$ cat config.mk
export PLATFORM = sky130hd
export DESIGN_NAME = dct2_2d_scheduler_flat
export DESIGN_NICKNAME = d
export VERILOG_FILES = /design/src/rtl/dct2_2d_scheduler_pkg.sv /design/src/rtl/dct2_2d_scheduler_if.sv /design/src/rtl/dct2_2d_scheduler_tag_pipe.sv /design/src/rtl/dct2_2d_scheduler.sv /design/src/flat_wrapper.sv
export SDC_FILE = /design/constraint.sdc
export NUM_CORES = 1
export LEC_CHECK = 0
export CORE_MARGIN = 4
export CORE_UTILIZATION = 55
export CTS_CLUSTER_SIZE = 20
export DETAILED_ROUTE_END_ITERATION = 7
export PLACE_DENSITY = 0.85
export SETUP_SLACK_MARGIN = 0.1
export SLEW_MARGIN = 20
export SYNTH_ARGS = -nofsm -noshare
export SYNTH_HDL_FRONTEND = slang
export SYNTH_SLANG_ARGS = --single-unit
$ cat constraint.sdc
create_clock -name clk -period 3.6 [get_ports clk]
set_input_delay 0.54 -clock clk [delete_from_list [all_inputs] [get_ports clk]]
set_output_delay 0.54 -clock clk [all_outputs]
set_load 0.03 [all_outputs]
$ cat src/rtl/dct2_2d_scheduler_pkg.sv
`default_nettype none
// ============================================================================
// Module      : dct2_2d_scheduler_pkg
// Description : Shared types and helpers for the 2-D DCT-II block scheduler:
//               FSM state encoding, default latencies and the size decoder.
// Revision    : 1.0 - initial release
// ============================================================================
package dct2_2d_scheduler_pkg;

    localparam int c_core_lat_def = 2;  // 1-D core latency, core_en -> result
    localparam int c_rd_lat_def   = 1;  // transpose-buffer read latency
    localparam int c_cw_def       = 5;  // address / tag width (N up to 32)
    localparam int c_cnt_w        = 6;  // counters must be able to hold 32

    typedef enum logic [2:0] {
        S_IDLE      = 3'd0,
        S_ROW       = 3'd1,
        S_ROW_DRAIN = 3'd2,
        S_COL       = 3'd3,
        S_COL_DRAIN = 3'd4,
        S_DONE      = 3'd5
    } state_t;

    // Block size from the 2-bit size code: 00=4, 01=8, 10=16, 11=32.
    function automatic logic [c_cnt_w-1:0] size_decode(input logic [1:0] n);
        return c_cnt_w'(4) << n;
    endfunction

endpackage
`default_nettype wire

$ cat src/rtl/dct2_2d_scheduler_if.sv
`default_nettype none
// ============================================================================
// Module      : dct2_2d_scheduler_if
// Description : Datapath-facing handshake bundle of the 2-D DCT scheduler.
//               master : scheduler side (drives strobes, addresses, tags)
//               slave  : environment side (input FIFO, core, tbuf, output)
//               Signals: in_valid/in_ready, core_en/core_hold/direction,
//               tbuf_we/tbuf_waddr, tbuf_re/tbuf_raddr,
//               out_valid/out_ready/out_idx.
// Revision    : 1.0 - initial release
// ============================================================================
interface dct2_2d_scheduler_if #(
    parameter int CW = 5
) ();
    logic          in_valid;
    logic          in_ready;
    logic          core_en;
    logic          core_hold;
    logic          direction;
    logic          tbuf_we;
    logic [CW-1:0] tbuf_waddr;
    logic          tbuf_re;
    logic [CW-1:0] tbuf_raddr;
    logic          out_valid;
    logic          out_ready;
    logic [CW-1:0] out_idx;

    modport master (
        input  in_valid, out_ready,
        output in_ready, core_en, core_hold, direction,
               tbuf_we, tbuf_waddr, tbuf_re, tbuf_raddr,
               out_valid, out_idx
    );

    modport slave (
        output in_valid, out_ready,
        input  in_ready, core_en, core_hold, direction,
               tbuf_we, tbuf_waddr, tbuf_re, tbuf_raddr,
               out_valid, out_idx
    );
endinterface
`default_nettype wire

$ cat src/rtl/dct2_2d_scheduler_tag_pipe.sv
`default_nettype none
// ============================================================================
// Module      : dct2_2d_scheduler_tag_pipe
// Description : Valid + tag shift register that shadows the 1-D core pipeline
//               so the scheduler knows which row/column emerges when.
//               clk, rst_n  : clock, async active-low reset
//               stall       : freeze every stage (bubbles included)
//               in_valid/in_tag   : entry into the pipe
//               out_valid/out_tag : head of the pipe (DEPTH cycles later)
// Revision    : 1.0 - initial release
// ============================================================================
module dct2_2d_scheduler_tag_pipe #(
    parameter int DEPTH = 2,
    parameter int W     = 5
) (
    input  wire logic         clk,
    input  wire logic         rst_n,
    input  wire logic         stall,
    input  wire logic         in_valid,
    input  wire logic [W-1:0] in_tag,
    output logic              out_valid,
    output logic [W-1:0]      out_tag
);

    logic [DEPTH-1:0] r_vld;
    logic [W-1:0]     r_tag [DEPTH];

    always_ff @(posedge clk or negedge rst_n) begin
        if (!rst_n) begin
            r_vld <= '0;
            for (int i = 0; i < DEPTH; i++) begin
                r_tag[i] <= '0;
            end
        end else if (!stall) begin
            r_vld[0] <= in_valid;
            r_tag[0] <= in_tag;
            for (int i = 1; i < DEPTH; i++) begin
                r_vld[i] <= r_vld[i-1];
                r_tag[i] <= r_tag[i-1];
            end
        end
    end

    assign out_valid = r_vld[DEPTH-1];
    assign out_tag   = r_tag[DEPTH-1];

endmodule
`default_nettype wire

$ cat src/rtl/dct2_2d_scheduler.sv
`default_nettype none
// ============================================================================
// Module      : dct2_2d_scheduler
// Description : Sequences one NxN 2-D DCT-II block through a shared 1-D core:
//               row pass (input rows -> core -> transpose buffer), then
//               column pass (transpose buffer -> core -> output stage).
//               clk, rst_n    : clock, async active-low reset
//               start, N      : begin a block, size code (latched in IDLE)
//               bus (master)  : input/core/tbuf/output handshakes
//               busy, done    : activity flag, one-cycle completion pulse
//               current_state : FSM encoding for debug
// Revision    : 1.0 - initial release
// ============================================================================
module dct2_2d_scheduler
    import dct2_2d_scheduler_pkg::*;
#(
    parameter int CORE_LAT = c_core_lat_def,
    parameter int RD_LAT   = c_rd_lat_def,
    parameter int CW       = c_cw_def
) (
    input  wire logic              clk,
    input  wire logic              rst_n,
    input  wire logic              start,
    input  wire logic [1:0]        N,
    dct2_2d_scheduler_if.master    bus,
    output logic                   busy,
    output logic                   done,
    output logic [2:0]             current_state
);

    // One extra bit so the counters can reach Nsz itself (32 at CW=5).
    localparam int CNT_W     = CW + 1;
    localparam int COL_DEPTH = RD_LAT + CORE_LAT;

    state_t             r_state;
    state_t             w_next;
    logic [CNT_W-1:0]   r_nsz;
    logic [CNT_W-1:0]   r_iss_cnt;
    logic [CNT_W-1:0]   r_wr_cnt;
    logic [CNT_W-1:0]   r_out_cnt;
    logic               r_col_en;

    logic               w_iss_below;
    logic               w_hold;
    logic               w_row_issue;
    logic               w_col_issue;
    logic               w_out_fire;
    logic               w_row_vld;
    logic [CW-1:0]      w_row_tag;
    logic               w_col_vld;
    logic [CW-1:0]      w_col_tag;
    logic               w_last_wr;
    logic               w_last_out;

    assign w_iss_below = (r_iss_cnt < r_nsz);
    assign w_hold      = w_col_vld & ~bus.out_ready;
    assign w_row_issue = (r_state == S_ROW) & w_iss_below & bus.in_valid;
    assign w_col_issue = (r_state == S_COL) & w_iss_below & ~w_hold;
    assign w_out_fire  = w_col_vld & bus.out_ready;
    assign w_last_wr   = w_row_vld  & (r_wr_cnt  == r_nsz - CNT_W'(1));
    assign w_last_out  = w_out_fire & (r_out_cnt == r_nsz - CNT_W'(1));

    // Row pass: result appears CORE_LAT cycles after issue, never stalls.
    dct2_2d_scheduler_tag_pipe #(
        .DEPTH (CORE_LAT),
        .W     (CW)
    ) u_row_pipe (
        .clk       (clk),
        .rst_n     (rst_n),
        .stall     (1'b0),
        .in_valid  (w_row_issue),
        .in_tag    (r_iss_cnt[CW-1:0]),
        .out_valid (w_row_vld),
        .out_tag   (w_row_tag)
    );

    // Column pass: tag enters with the tbuf read, so depth covers the read
    // latency too; it freezes together with the core on backpressure.
    dct2_2d_scheduler_tag_pipe #(
        .DEPTH (COL_DEPTH),
        .W     (CW)
    ) u_col_pipe (
        .clk       (clk),
        .rst_n     (rst_n),
        .stall     (w_hold),
        .in_valid  (w_col_issue),
        .in_tag    (r_iss_cnt[CW-1:0]),
        .out_valid (w_col_vld),
        .out_tag   (w_col_tag)
    );

    always_comb begin
        w_next = r_state;
        case (r_state)
            S_IDLE:      if (start) w_next = S_ROW;
            S_ROW:       if (r_iss_cnt == r_nsz) w_next = S_ROW_DRAIN;
            // wr_cnt==Nsz covers a short core whose last write lands in ROW.
            S_ROW_DRAIN: if (w_last_wr || (r_wr_cnt == r_nsz)) w_next = S_COL;
            S_COL:       if (r_iss_cnt == r_nsz) w_next = S_COL_DRAIN;
            S_COL_DRAIN: if (w_last_out || (r_out_cnt == r_nsz)) w_next = S_DONE;
            S_DONE:      w_next = S_IDLE;
            default:     w_next = S_IDLE;
        endcase
    end

    always_ff @(posedge clk or negedge rst_n) begin
        if (!rst_n) begin
            r_state   <= S_IDLE;
            r_nsz     <= '0;
            r_iss_cnt <= '0;
            r_wr_cnt  <= '0;
            r_out_cnt <= '0;
            r_col_en  <= 1'b0;
        end else begin
            r_state <= w_next;
            if ((r_state == S_IDLE) && start) begin
                r_nsz     <= CNT_W'(size_decode(N));
                r_iss_cnt <= '0;
                r_wr_cnt  <= '0;
                r_out_cnt <= '0;
            end else begin
                // The issue counter is reused for the column pass.
                if ((r_state == S_ROW_DRAIN) && (w_next == S_COL)) begin
                    r_iss_cnt <= '0;
                end else if (w_row_issue || w_col_issue) begin
                    r_iss_cnt <= r_iss_cnt + CNT_W'(1);
                end
                if (w_row_vld) begin
                    r_wr_cnt <= r_wr_cnt + CNT_W'(1);
                end
                if (w_out_fire) begin
                    r_out_cnt <= r_out_cnt + CNT_W'(1);
                end
            end
            // Read-to-core stage: a pending issue waits out the hold.
            if (!w_hold) begin
                r_col_en <= w_col_issue;
            end
        end
    end

    assign bus.in_ready   = (r_state == S_ROW) & w_iss_below;
    assign bus.core_en    = w_row_issue | (r_col_en & ~w_hold);
    assign bus.core_hold  = w_hold;
    assign bus.direction  = (r_state == S_COL) | (r_state == S_COL_DRAIN);
    assign bus.tbuf_we    = w_row_vld;
    assign bus.tbuf_waddr = w_row_vld ? w_row_tag : '0;
    assign bus.tbuf_re    = w_col_issue;
    assign bus.tbuf_raddr = w_col_issue ? r_iss_cnt[CW-1:0] : '0;
    assign bus.out_valid  = w_col_vld;
    assign bus.out_idx    = w_col_vld ? w_col_tag : '0;

    assign busy          = (r_state != S_IDLE);
    assign done          = (r_state == S_DONE);
    assign current_state = r_state;

endmodule
`default_nettype wire

$ cat src/flat_wrapper.sv
// flat-port wrapper written by rule: the top's interface ports become plain ports
module dct2_2d_scheduler_flat import dct2_2d_scheduler_pkg::*;
#(
    parameter int CORE_LAT = c_core_lat_def,
    parameter int RD_LAT   = c_rd_lat_def,
    parameter int CW       = c_cw_def
)
  (clk, rst_n, start, N, busy, done, current_state, bus_in_valid, bus_out_ready, bus_in_ready, bus_core_en, bus_core_hold, bus_direction, bus_tbuf_we, bus_tbuf_waddr, bus_tbuf_re, bus_tbuf_raddr, bus_out_valid, bus_out_idx);
  dct2_2d_scheduler_if #(.CW(CW)) bus_i ();
  input  wire logic clk;
  input  wire logic rst_n;
  input  wire logic start;
  input  wire logic [1:0] N;
  output logic busy;
  output logic done;
  output logic [2:0] current_state;
  input wire logic [$bits(bus_i.in_valid)-1:0] bus_in_valid;
  input wire logic [$bits(bus_i.out_ready)-1:0] bus_out_ready;
  output wire logic [$bits(bus_i.in_ready)-1:0] bus_in_ready;
  output wire logic [$bits(bus_i.core_en)-1:0] bus_core_en;
  output wire logic [$bits(bus_i.core_hold)-1:0] bus_core_hold;
  output wire logic [$bits(bus_i.direction)-1:0] bus_direction;
  output wire logic [$bits(bus_i.tbuf_we)-1:0] bus_tbuf_we;
  output wire logic [$bits(bus_i.tbuf_waddr)-1:0] bus_tbuf_waddr;
  output wire logic [$bits(bus_i.tbuf_re)-1:0] bus_tbuf_re;
  output wire logic [$bits(bus_i.tbuf_raddr)-1:0] bus_tbuf_raddr;
  output wire logic [$bits(bus_i.out_valid)-1:0] bus_out_valid;
  output wire logic [$bits(bus_i.out_idx)-1:0] bus_out_idx;
  assign bus_i.in_valid = bus_in_valid;
  assign bus_i.out_ready = bus_out_ready;
  assign bus_in_ready = bus_i.in_ready;
  assign bus_core_en = bus_i.core_en;
  assign bus_core_hold = bus_i.core_hold;
  assign bus_direction = bus_i.direction;
  assign bus_tbuf_we = bus_i.tbuf_we;
  assign bus_tbuf_waddr = bus_i.tbuf_waddr;
  assign bus_tbuf_re = bus_i.tbuf_re;
  assign bus_tbuf_raddr = bus_i.tbuf_raddr;
  assign bus_out_valid = bus_i.out_valid;
  assign bus_out_idx = bus_i.out_idx;
  dct2_2d_scheduler #(.CORE_LAT(CORE_LAT), .RD_LAT(RD_LAT), .CW(CW)) u_core (.clk(clk), .rst_n(rst_n), .start(start), .N(N), .bus(bus_i), .busy(busy), .done(done), .current_state(current_state));
endmodule
Yosys cells after proc, flatten, opt, wreduce, memory -nomap -nowiden
Cells that the tools add are included.
{"block": "totals", "output_inout_bits": 27, "register_bits": 58, "word_cells": 69}
{"block": "op_classes", "shifts": 1, "reduce_logical": 10, "n_eq_ne": 11, "addsub": 4, "muxes": 16, "order_cmp": 1, "bitwise": 13}
{"operator": "two-way mux 6 bit", "count": 7}
{"operator": "== test 6 bit", "count": 5}
{"operator": "adder 6 x 1 -> 6 bit (second input constant)", "count": 3}
{"operator": "two-way mux 3 bit", "count": 5}
{"operator": "two-way mux 5 bit", "count": 3}
{"operator": "case mux 3 bit (5 select lines)", "count": 1}
{"operator": "bitwise AND 1 bit", "count": 9}
{"operator": "== test 3 x 2 -> 1 bit (second input constant)", "count": 3}
{"operator": "== test 3 bit (second input constant)", "count": 2}
{"operator": "< comparator 6 bit", "count": 1}
{"operator": "nonzero test 3 bit", "count": 2}
{"operator": "<< shifter 3 x 2 -> 6 bit (first input constant)", "count": 1}
{"operator": "subtractor 6 x 1 -> 6 bit (second input constant)", "count": 1}
{"operator": "nonzero test 2 bit", "count": 2}
{"operator": "== test 3 x 1 -> 1 bit (second input constant)", "count": 1}
{"operator": "zero test 3 bit", "count": 1}
{"operator": "logical OR 1 bit", "count": 3}
{"operator": "logical AND 1 bit", "count": 2}
{"operator": "NOT 1 bit", "count": 2}
{"operator": "OR 1 bit", "count": 2}

Longest topological paths before layout
Gate-level depths: netlist (run 1).
{"block": "logic_depth", "word_depth": 10, "depth_mapped": 8}

By module
Synthesis (run 1) repeated with hierarchy kept, for this count alone.
{"block": "unflattened", "cells_unflattened": 273, "hier_area_um2": 3113.0}
{"mod": "dct2_2d_scheduler", "area_per_inst_um2": 1831.8, "instances": 1, "cells_per_inst": 200}
{"mod": "dct2_2d_scheduler_tag_pipe (u_core.u_col_pipe)", "area_per_inst_um2": 759.5, "instances": 1, "cells_per_inst": 43}
{"mod": "dct2_2d_scheduler_tag_pipe (u_core.u_row_pipe)", "area_per_inst_um2": 521.8, "instances": 1, "cells_per_inst": 30}

Worst setup path before layout (run 1)
Ideal clock, no wire load.
{"block": "synth_timing", "path_type": "register to output", "startpoint": "register u_core.r_nsz[4]", "endpoint": "output bus_tbuf_raddr[2]", "required_time_ns": 3.060, "path_stages_with_launch": 9, "slack_ns": 0.713, "t_arrival_ns": 2.347, "n_path_buf": 1, "cell_sequence": "dfrtp_1 > clkbuf_1 > inv_1 > ha_1 > a31o_2 > a2bb2oi_2 > nand2b_1 > nor2_1 > and2_1"}
{"block": "synth_between", "elab_chain_len": 4}
{"item": "start: declaration", "line_no": "dct2_2d_scheduler.sv:37", "text": "logic [CNT_W-1:0] r_nsz;"}
{"item": "start signal: assignment", "line_no": "dct2_2d_scheduler.sv:117", "text": "r_nsz <= CNT_W'(size_decode(N));"}
{"item": "< comparator 6 bit", "line_no": "dct2_2d_scheduler.sv:55", "text": "assign w_iss_below = (r_iss_cnt < r_nsz);"}
{"item": "bitwise AND 1 bit (2 in a row)", "line_no": "dct2_2d_scheduler.sv:58", "text": "assign w_col_issue = (r_state == S_COL) & w_iss_below & ~w_hold;"}
{"item": "via bus_tbuf_re", "line_no": "flat_wrapper.sv:25", "text": "output wire logic [$bits(bus_i.tbuf_re)-1:0] bus_tbuf_re;"}
{"item": "two-way mux 5 bit", "line_no": "dct2_2d_scheduler.sv:149", "text": "assign bus.tbuf_raddr = w_col_issue ? r_iss_cnt[CW-1:0] : '0;"}
{"item": "end: declaration", "line_no": "flat_wrapper.sv:26", "text": "output wire logic [$bits(bus_i.tbuf_raddr)-1:0] bus_tbuf_raddr;"}
The timed path passes the listed nets, and every way through them passes these cells.

Final worst setup path (run 1)
{"block": "layout_timing", "startpoint": "register u_core.r_nsz[4]", "endpoint": "output bus_tbuf_raddr[1]"}
{"block": "layout_between", "elab_chain_len": 4}
{"item": "< comparator 6 bit", "line_no": "dct2_2d_scheduler.sv:55"}
{"item": "bitwise AND 1 bit (2 in a row)", "line_no": "dct2_2d_scheduler.sv:58"}
{"item": "two-way mux 5 bit", "line_no": "dct2_2d_scheduler.sv:149"}
No other way between the ends.

==> results of run 1 <==
## layer usage
| layer | vias to the layer above | track usage (%) |
|---|---|---|
| met5 | - | 0 |
| met4 | 0 | 8.90 |
| met3 | 10 | 5.34 |
| met2 | 53 | 31.0 |
| met1 | 933 | 24.9 |
| li1 | 959 | - |
## worst register-to-register path: cells and delay by family, from the launching register on
kind	cells	cell delay, ps
simple gates	3	710
flops	1	490
compound gates	2	450
buf+inv	3	490
## area by class of cell
cell class,count,area share (%)
Sequential cell,55,43.0
Tap cell,67,2.62
Clock buffer,6,2.27
Inverter,13,1.52
Clock inverter,2,1.88
Timing Repair Buffer,38,11.6
Multi-Input combinational cell,195,37.1
## worst min path at each step
stage	from	to	slack [ps]	depth (start not counted)
after floorplan	rst_n	u_core.current_state[0]	240	0
after global placement	u_core.u_row_pipe.r_vld[0]	u_core.u_row_pipe.r_vld[1]	330	0
after detailed placement	u_core.u_row_pipe.r_tag[6]	u_core.u_row_pipe.out_tag[1]	330	0
after CTS	rst_n	u_core.u_row_pipe.out_tag[2]	310	1
after global routing	rst_n	u_core.u_row_pipe.r_vld[0]	340	1
final	rst_n	u_core.r_wr_cnt[0]	290	1
## power groups by stage
stage	Combinational (mW)	Sequential, mW	Clock (mW)
6_report	1.10	0.955	0.470
5_1_grt	1.22	0.984	0.504
4_1_cts	1.11	0.955	0.479
3_5_place_dp	1.10	0.964	0
3_3_place_gp	1.06	0.957	0
2_1_floorplan	0.771	0.948	0
## cells in the mapped netlist
cell / number
o31a_1: 1
mux2i_1: 3
and3_1: 2
or3_1: 5
nand3_1: 10
buf_6: 1
or3b_1: 1
buf_2: 3
dfrtp_1: 55
o21ai_0: 11
inv_2: 1
nor4_1: 2
clkbuf_1: 7
nand2_1: 53
a22o_1: 1
xnor2_1: 6
nand4_1: 5
inv_1: 12
a31o_2: 1
nand3b_1: 2
ha_1: 11
a31oi_1: 1
a211oi_2: 1
o41ai_2: 1
nor2_1: 22
a21oi_1: 6
and2_1: 14
nor3_1: 5
xor2_1: 21
o22ai_1: 1
nand2_2: 1
a2bb2oi_2: 1
nand2b_1: 5
buf_1: 1
a21o_1: 1
mux2_1: 1
## stage by stage
step,area [sq um],cells
6_report,3200,376
5_1_grt,3200,376
4_1_cts,3190,376
3_5_place_dp,3060,368
3_3_place_gp,3060,368
2_1_floorplan,2670,275
## kinds of logic after synthesis
family                   after synthesis
XOR/XNOR                              27
AO/OA/AOI/OAI                         26
buffers and inverters                 25
flip-flops                            55
multiplexers                           4
AND/OR/NAND/NOR                      127
adder cells (fa/ha/maj)               11
## flip-flops by register name (all words and copies together) (netlist names)
name and count:
u_core.u_col_pipe.r_tag 10, u_core.r_iss_cnt 6, u_core.r_out_cnt 6, u_core.r_wr_cnt 6
u_core.u_col_pipe.out_tag 5, u_core.u_row_pipe.out_tag 5, u_core.u_row_pipe.r_tag 5, u_core.r_nsz 4
u_core.current_state 3, u_core.u_col_pipe.r_vld 3, u_core.u_row_pipe.r_vld 2
==> results.tsv, run 1 <==
stage	metric	value	unit
outcome	status	complete, no violations	
power	power-per-cell-area	789	mW/mm^2
critical_path	critPathBufInv	2	
clocking	cts_root_buf	clkbuf_8	
detailed_routing	wl_met2	2.55	mm
critical_path	crit_path_end_kind	output pin	
timing	slew_headroom	45.9	%
clocking	cts_tree	built	
layout	finalCoreUtilization	67.8	%
timing	fin_worst_skew	4.93	ps
critical_path	reg2reg_depth	8	
layout	fillCellCount	359	
layout	layout_common_cells	55 x dfrtp_1, 53 x nand2_1, 28 x clkdlybuf4s50_1, 21 x xor2_1, 21 x nor2_1	
clocking	clockBufferDepth	2	
die	die_x	77.6	um
placed_design	dp_hpwl	3.84	mm
timing	fin_setup_tns	0	ps
yosys	synthDistinctLibCells	36	
critical_path	cp_max_fo	5	
yosys	yosysWarnings	0	
timing	finalMaxSlewViolations	0	
global_route	gr-total-overflow	0	
critical_path	cpPeakStageDelay	700	ps
timing	fin_ws	347	ps
detailed_routing	finalWirelength	5.34	mm
power	pwr-share-seq	37.8	%
global_route	grt_pass1_vias	2017	
clocking	cts_setup_buffers	0	
yosys	postSynthCellCount	275	
detailed_routing	drt-pass1-iter-count	4	
layout	final_nets	326	
power	ir_drop	0.000561	V
yosys	synth_top_area_share	51.6	%
power	p_total	2.53	mW
timing	grt_setup_unrepaired	false	
layout	syn_to_final_growth	20.1	%
critical_path	critical_path_cell_count	7	
placed_design	gp_congestion	0.829	
power	p_leak	1.63	nW
die	coreArea	0.00472	sq mm
critical_path	critPathTopFamily	buffers and inverters	
job	cap_violations	0	
placed_design	pre_cts_ws	538	ps
detailed_routing	first_iter_violations	98	
clocking	cts_hold_buf	0	
layout	layout-drive-gt1-share	6.47	%
clocking	clk_pin_slew	90	ps
clocking	clock_latency	300	ps
critical_path	regToRegSetupSlack	1390	ps
power	intPower	1.52	mW
clocking	cts_inserted_buffers	5	
detailed_routing	met1Wirelength	2.33	mm
detailed_routing	viasPerCell	5.20	
critical_path	cpMaxStageDelayCell	clkdlybuf4s50_1	
timing	tightestPinTransition	803	ps
yosys	synth_top_family_by_area	simple AND/OR/NAND/NOR gates	
global_route	grt_antenna_before_repair	0	
timing	period_needed	3250	ps
yosys	synthTopCellsByArea	dfrtp_1 52%, nand2_1 7.5%, xor2_1 6.9%	
critical_path	r2r-start	u_core.u_col_pipe.r_vld[2]	
detailed_routing	ant_nets	0	
die	fp.dieArea	0.00602	sq mm
yosys	muxShareOfSynthArea	1.55	%
yosys	synth_area_per_cell	9.69	sq um
timing	max_freq	307	MHz
layout	layout_commonest_cell	dfrtp_1	
global_route	grt_usage	19.5	%
power	pwr-share-clk	18.6	%
clocking	cts.sinks	55	
yosys	yosys.area_share.simple	22.3	%
yosys	synthXorXnorAreaFrac	8.87	%
critical_path	critical_path_required	3060	ps
critical_path	worst-setup-path-type	flip-flop to output pin	
detailed_routing	routedWlPerCell	14.2	um
die	rows	25	
timing	worst_hold_slack	294	ps
yosys	ys_seq_area_share	51.6	%
timing	period_share	90.3	%
timing	finalHoldViolations	0	
critical_path	start_kind	flip-flop	
die	die_h	77.6	um
layout	multi_input_area	0.00119	sq mm
yosys	syn_nets	293	
detailed_routing	route.met3.wl	334	um
critical_path	critical_path_arrival	2710	ps
layout	n_antenna_cell	0	
detailed_routing	drc	0	
detailed_routing	vias	1955	
power	p_switching	1.01	mW
global_route	grt_pass1_wl	9.34	mm
clocking	htree_levels	2	
layout	regArea	0.00138	sq mm
critical_path	crit_start	u_core.r_nsz[4]	
placed_design	io_buffer_count	33	
die	start_util	56.4	%
worst_hold_path	min_path_type	input pin to async pin	
yosys	netlist_area	0.00267	sq mm
power	switching_share	39.9	%
critical_path	worstPathCellList	inv_1 -> ha_1 -> a31o_2 -> a2bb2oi_2 -> nand2b_1 -> nor3_1 -> clkdlybuf4s50_1	
timing	setup_viol	0	
detailed_routing	top_layer_used	met4	
clocking	cts_resized	0	
yosys	synth_compound_gate_area_share	6.57	%
power	p_comb_share	43.6	%
yosys	synth_seq_cells	55	
yosys	synth_fa_ha_area_share	5.16	%
global_route	grt_max_degree	35	
critical_path	r2r-end	u_core.r_iss_cnt[3]	
yosys	synth_largest_area_cell	dfrtp_1	
die	io_pins	34	
critical_path	crit_path_end	bus_tbuf_raddr[1]	
No activity file was read; power rests on OpenSTA's default activity.
==> inputs of run 2 (changes only) <==
- SETUP_SLACK_MARGIN: 0.1 -> 0.02
==> run 2 against run 1 <==
Against the previous run: global-route usage unchanged; via count decreased by 0.10%; worst hold slack got worse by 0.59 ps; wire length increased by 0.13%; clock power about the same; final cell count unchanged; largest power group unchanged.
==> results.tsv, run 2 (synthesis gave the netlist of run 1 again) <==
stage	metric	value	unit
detailed_routing	routedWlPerCell	14.2	um
detailed_routing	ant_nets	0	
worst_hold_path	min_path_type	input pin to async pin	
critical_path	crit_path_end_kind	output pin	
power	p_leak	1.56	nW
timing	finalHoldViolations	0	
clocking	clk_pin_slew	90	ps
placed_design	io_buffer_count	33	
detailed_routing	first_iter_violations	99	
outcome	status	complete, no violations	
clocking	clockBufferDepth	2	
die	die_x	77.6	um
placed_design	dp_hpwl	3.84	mm
layout	layout_commonest_cell	dfrtp_1	
layout	syn_to_final_growth	19.7	%
detailed_routing	finalWirelength	5.34	mm
layout	finalCoreUtilization	67.5	%
timing	tightestPinTransition	803	ps
clocking	cts_root_buf	clkbuf_8	
global_route	grt_pass1_vias	2017	
global_route	gr-total-overflow	0	
power	ir_drop	0.000572	V
layout	layout_common_cells	55 x dfrtp_1, 53 x nand2_1, 32 x clkdlybuf4s50_1, 21 x xor2_1, 21 x nor2_1	
critical_path	critical_path_required	3060	ps
global_route	grt_antenna_before_repair	0	
timing	fin_worst_skew	4.70	ps
timing	period_needed	3350	ps
critical_path	cp_max_fo	5	
placed_design	gp_congestion	0.829	
critical_path	worst-setup-path-type	flip-flop to output pin	
clocking	cts_setup_buffers	0	
die	rows	25	
timing	finalMaxSlewViolations	0	
critical_path	r2r-start	u_core.u_col_pipe.r_vld[2]	
detailed_routing	vias	1953	
die	coreArea	0.00472	sq mm
die	start_util	56.4	%
timing	slew_headroom	45.8	%
detailed_routing	drt-pass1-iter-count	4	
timing	fin_setup_tns	0	ps
timing	period_share	93.0	%
clocking	htree_levels	2	
layout	final_nets	326	
layout	layout-drive-gt1-share	6.47	%
detailed_routing	drc	0	
timing	max_freq	299	MHz
die	die_h	77.6	um
job	cap_violations	0	
critical_path	critical_path_arrival	2810	ps
clocking	cts_tree	built	
timing	setup_viol	0	
layout	regMostFlops	u_core.u_col_pipe.r_tag	
critical_path	start_kind	flip-flop	
global_route	grt_pass1_wl	9.34	mm
clocking	cts_inserted_buffers	5	
detailed_routing	viasPerCell	5.19	
timing	grt_setup_unrepaired	false	
clocking	clock_latency	300	ps
global_route	grt_usage	19.5	%
layout	n_antenna_cell	0	
critical_path	crit_start	u_core.r_nsz[4]	
global_route	grt_max_degree	35	
die	fp.dieArea	0.00602	sq mm
die	io_pins	34	
power	power-per-cell-area	793	mW/mm^2
layout	largest_reg_flops	10	
clocking	cts.sinks	55	
[run 2: changes by cell type in the layout (fill, tap and decap cells not counted)]
cell             change
dlymetal6s2s_1       -4
clkdlybuf4s50_1      +4
[run 2: what timing repair did]
action / CTS / global route
setup endpoints to repair: 0 / 3
hold buffers: 0 / 0
gates resized for setup: 0 / 1
[run 2: worst paths after layout]
kind                                                      to  slack (ps)  cells after the start
worst min-delay path                      u_core.r_wr_cnt[0]         290                      1
max in group asynchronous       u_core.u_col_pipe.out_tag[3]        2540                      2
min in group clk                u_core.u_row_pipe.out_tag[0]         360                      0
worst max register to register           u_core.r_iss_cnt[3]        1390                      8
worst max-delay path                             bus_core_en         250                      8
worst min register to register  u_core.u_row_pipe.out_tag[0]         360                      0
[run 2: area by class of cell]
type	instances	area, sq um
fillers	360	1530
flip-flops and latches	55	1380
inverters	13	48.8
clock inverters	2	60.1
repair buffers	38	363
multi-input cells	195	1190
clock buffers	6	72.6
well taps	67	83.8
[run 2: worst max-delay path: stages (launching register included)]
cell             delay, ps
dfrtp_1                470
inv_1                   90
ha_1                   320
a31o_2                 270
a2bb2oi_2              180
nand2b_1               160
nor2_1                 190
a22o_1                 160
clkdlybuf4s50_1        670
[run 2: power by group]
part / internal (mW) / switching (mW)
Sequential: 0.787 / 0.167
Clock: 0.278 / 0.192
Combinational: 0.455 / 0.649
Total: 1.52 / 1.01
[run 2: metal layers]
metal | GRT usage (%) | routed length, um
met1 | 24.9 | 2350
met2 | 31.0 | 2550
met3 | 5.34 | 333
met4 | 8.90 | 119
met5 | 0 | 0
[run 2: per-stage QoR]
stage | hold WS (ps) | setup WS [ps] | total power [mW] | std cells | cell area [sq um]
2_1_floorplan | 244 | 713 | 1.72 | 275 | 2670
3_3_place_gp | 333 | 639 | 2.02 | 368 | 3060
3_5_place_dp | 335 | 538 | 2.06 | 368 | 3060
4_1_cts | 312 | 177 | 2.54 | 376 | 3190
5_1_grt | 343 | 32.0 | 2.71 | 376 | 3190
6_report | 293 | 252 | 2.53 | 376 | 3190
==> inputs of run 3 (changes only) <==
- REMOVE_ABC_BUFFERS: default -> 1
==> run 3 against run 2 <==
Against the previous run: fmax is 1.0% lower; combinational power hardly changed; via count is 1.2% lower; clock-buffer cell count is 1 higher; critical path type unchanged; wire length is 2.9% lower; largest power group unchanged; register-to-register slack hardly changed; clock power is 32% lower; first-iteration DRC count is 8.1% lower; flip-flop and latch count stayed put; global-route usage is 0.54 points lower; core utilization is 1.1 points lower.
==> results.tsv, run 3 (synthesis gave the netlist of run 1 again) <==
stage	metric	value	unit
outcome	status	complete, no violations	
clocking	cts.sinks	55	
power	intPower	1.38	mW
clocking	cts_setup_buffers	0	
critical_path	r2r-end	u_core.r_iss_cnt[5]	
critical_path	cp_max_fo	5	
die	start_util	56.4	%
detailed_routing	drc	0	
power	power-per-cell-area	756	mW/mm^2
timing	slew_headroom	45.9	%
timing	finalHoldViolations	0	
global_route	grt_max_degree	29	
critical_path	reg2reg_depth	8	
die	die_h	77.6	um
timing	max_freq	296	MHz
critical_path	cpMaxStageDelayCell	clkdlybuf4s50_1	
clocking	cts_hold_buf	0	
power	pwr-share-seq	40.6	%
power	p_switching	0.994	mW
timing	fin_ws	217	ps
power	p_comb_share	45.9	%
placed_design	dp_hpwl	3.85	mm
timing	grt_setup_unrepaired	false	
layout	syn_to_final_growth	17.7	%
clocking	clk_pin_slew	90	ps
power	p_leak	1.54	nW
critical_path	r2r-start	u_core.u_col_pipe.r_vld[2]	
placed_design	placed_area	0.00306	sq mm
global_route	gr-total-overflow	0	
detailed_routing	vias	1929	
detailed_routing	viasPerCell	5.13	
global_route	grt_antenna_before_repair	0	
die	coreArea	0.00472	sq mm
layout	n_antenna_cell	0	
placed_design	pre_cts_ws	563	ps
critical_path	crit_path_end	bus_tbuf_raddr[4]	
critical_path	start_kind	flip-flop	
critical_path	regToRegSetupSlack	1390	ps
critical_path	crit_path_end_kind	output pin	
power	switching_share	41.9	%
worst_hold_path	min_path_type	input pin to async pin	
critical_path	critical_path_arrival	2840	ps
timing	finalMaxSlewViolations	0	
global_route	grt_pass1_vias	1929	
critical_path	worst-setup-path-type	flip-flop to output pin	
critical_path	crit_start	u_core.r_nsz[4]	
clocking	htree_levels	2	
timing	setup_viol	0	
clocking	clock_latency	300	ps
detailed_routing	routedWlPerCell	13.8	um
clocking	cts_root_buf	clkbuf_8	
layout	final_nets	326	
clocking	cts_inserted_buffers	5	
layout	final_cell_area	0.00314	sq mm
layout	largest_reg_flops	10	
die	io_pins	34	
clocking	clockBufferDepth	2	
critical_path	critical_path_required	3060	ps
placed_design	io_buffer_count	33	
layout	layout-drive-gt1-share	5.83	%
detailed_routing	first_iter_violations	91	
power	pwr-share-clk	13.5	%
global_route	grt_pass1_wl	8.98	mm
timing	fin_setup_tns	0	ps
timing	tightestPinTransition	802	ps
detailed_routing	ant_nets	0	
die	rows	25	
die	fp.dieArea	0.00602	sq mm
power	ir_drop	0.000463	V
timing	fin_worst_skew	4.32	ps
clocking	cts_resized	0	
job	cap_violations	0	
critical_path	worstPathCellList	inv_1 -> ha_1 -> a31o_2 -> a2bb2oi_2 -> nand2b_1 -> nor2_1 -> and2_1 -> clkdlybuf4s50_1	
placed_design	gp_congestion	0.862	
layout	regMostFlops	u_core.u_col_pipe.r_tag	
critical_path	cpPeakStageDelay	670	ps
die	die_x	77.6	um
layout	layout_common_cells	55 x dfrtp_1, 53 x nand2_1, 32 x clkdlybuf4s50_1, 22 x nor2_1, 21 x xor2_1	
global_route	grt_usage	19.0	%
timing	period_share	94.0	%
layout	layout_commonest_cell	dfrtp_1	
detailed_routing	finalWirelength	5.19	mm
detailed_routing	drt-pass1-iter-count	4	
clocking	cts_tree	built	
timing	period_needed	3380	ps
## run 3: through the flow
step           hold slack (ps)  total power [mW]  util, %  std cells
2_1_floorplan              244              1.68        -        263
3_3_place_gp               332              2.02     64.7        368
3_5_place_dp               335              2.06     64.7        368
4_1_cts                    251              2.38     66.4        376
5_1_grt                    278              2.55     66.4        376
6_report                   232              2.37     66.4        376
## run 3: worst min path at each step
| stage | endpoint | depth (start not counted) |
|---|---|---|
| after global routing | u_core.r_wr_cnt[3] | 1 |
| after CTS | u_core.r_wr_cnt[3] | 1 |
| final | u_core.r_wr_cnt[3] | 1 |
| after floorplan | u_core.current_state[0] | 0 |
| after detailed placement | u_core.u_row_pipe.out_tag[0] | 0 |
| after global placement | u_core.u_row_pipe.out_tag[0] | 0 |
## run 3: worst max-delay path, delay by kind of cell, from the launching register on
family	cells	cell delay, ps
buffers and inverters	2	760
AND/OR/NAND/NOR	3	560
flip-flops	1	450
AO/OA/AOI/OAI	2	450
adder cells (fa/ha/maj)	1	330
## run 3: power groups by stage
stage	clock network (mW)	registers, mW	logic [mW]
2_1_floorplan	0	0.980	0.705
3_3_place_gp	0	0.965	1.06
3_5_place_dp	0	0.974	1.09
4_1_cts	0.327	0.962	1.09
5_1_grt	0.356	0.989	1.20
6_report	0.320	0.963	1.09
## run 3: per-layer routing
layer / GRT usage, % / vias up / share of wire, %
li1: - / 962 / -
met5: 0 / - / 0
met1: 24.3 / 931 / 46
met3: 4.06 / 13 / 2.5
met2: 31.3 / 23 / 49
met4: 7.83 / 0 / 2.4
## run 3: cell type report
type | count | area, sq um
Clock inverter | 1 | 5.00
Clock buffer | 7 | 76.3
Timing Repair Buffer | 38 | 363
Fill cell | 362 | 1590
Tap cell | 67 | 83.8
Multi-Input combinational cell | 195 | 1180
Inverter | 13 | 48.8
Sequential cell | 55 | 1380
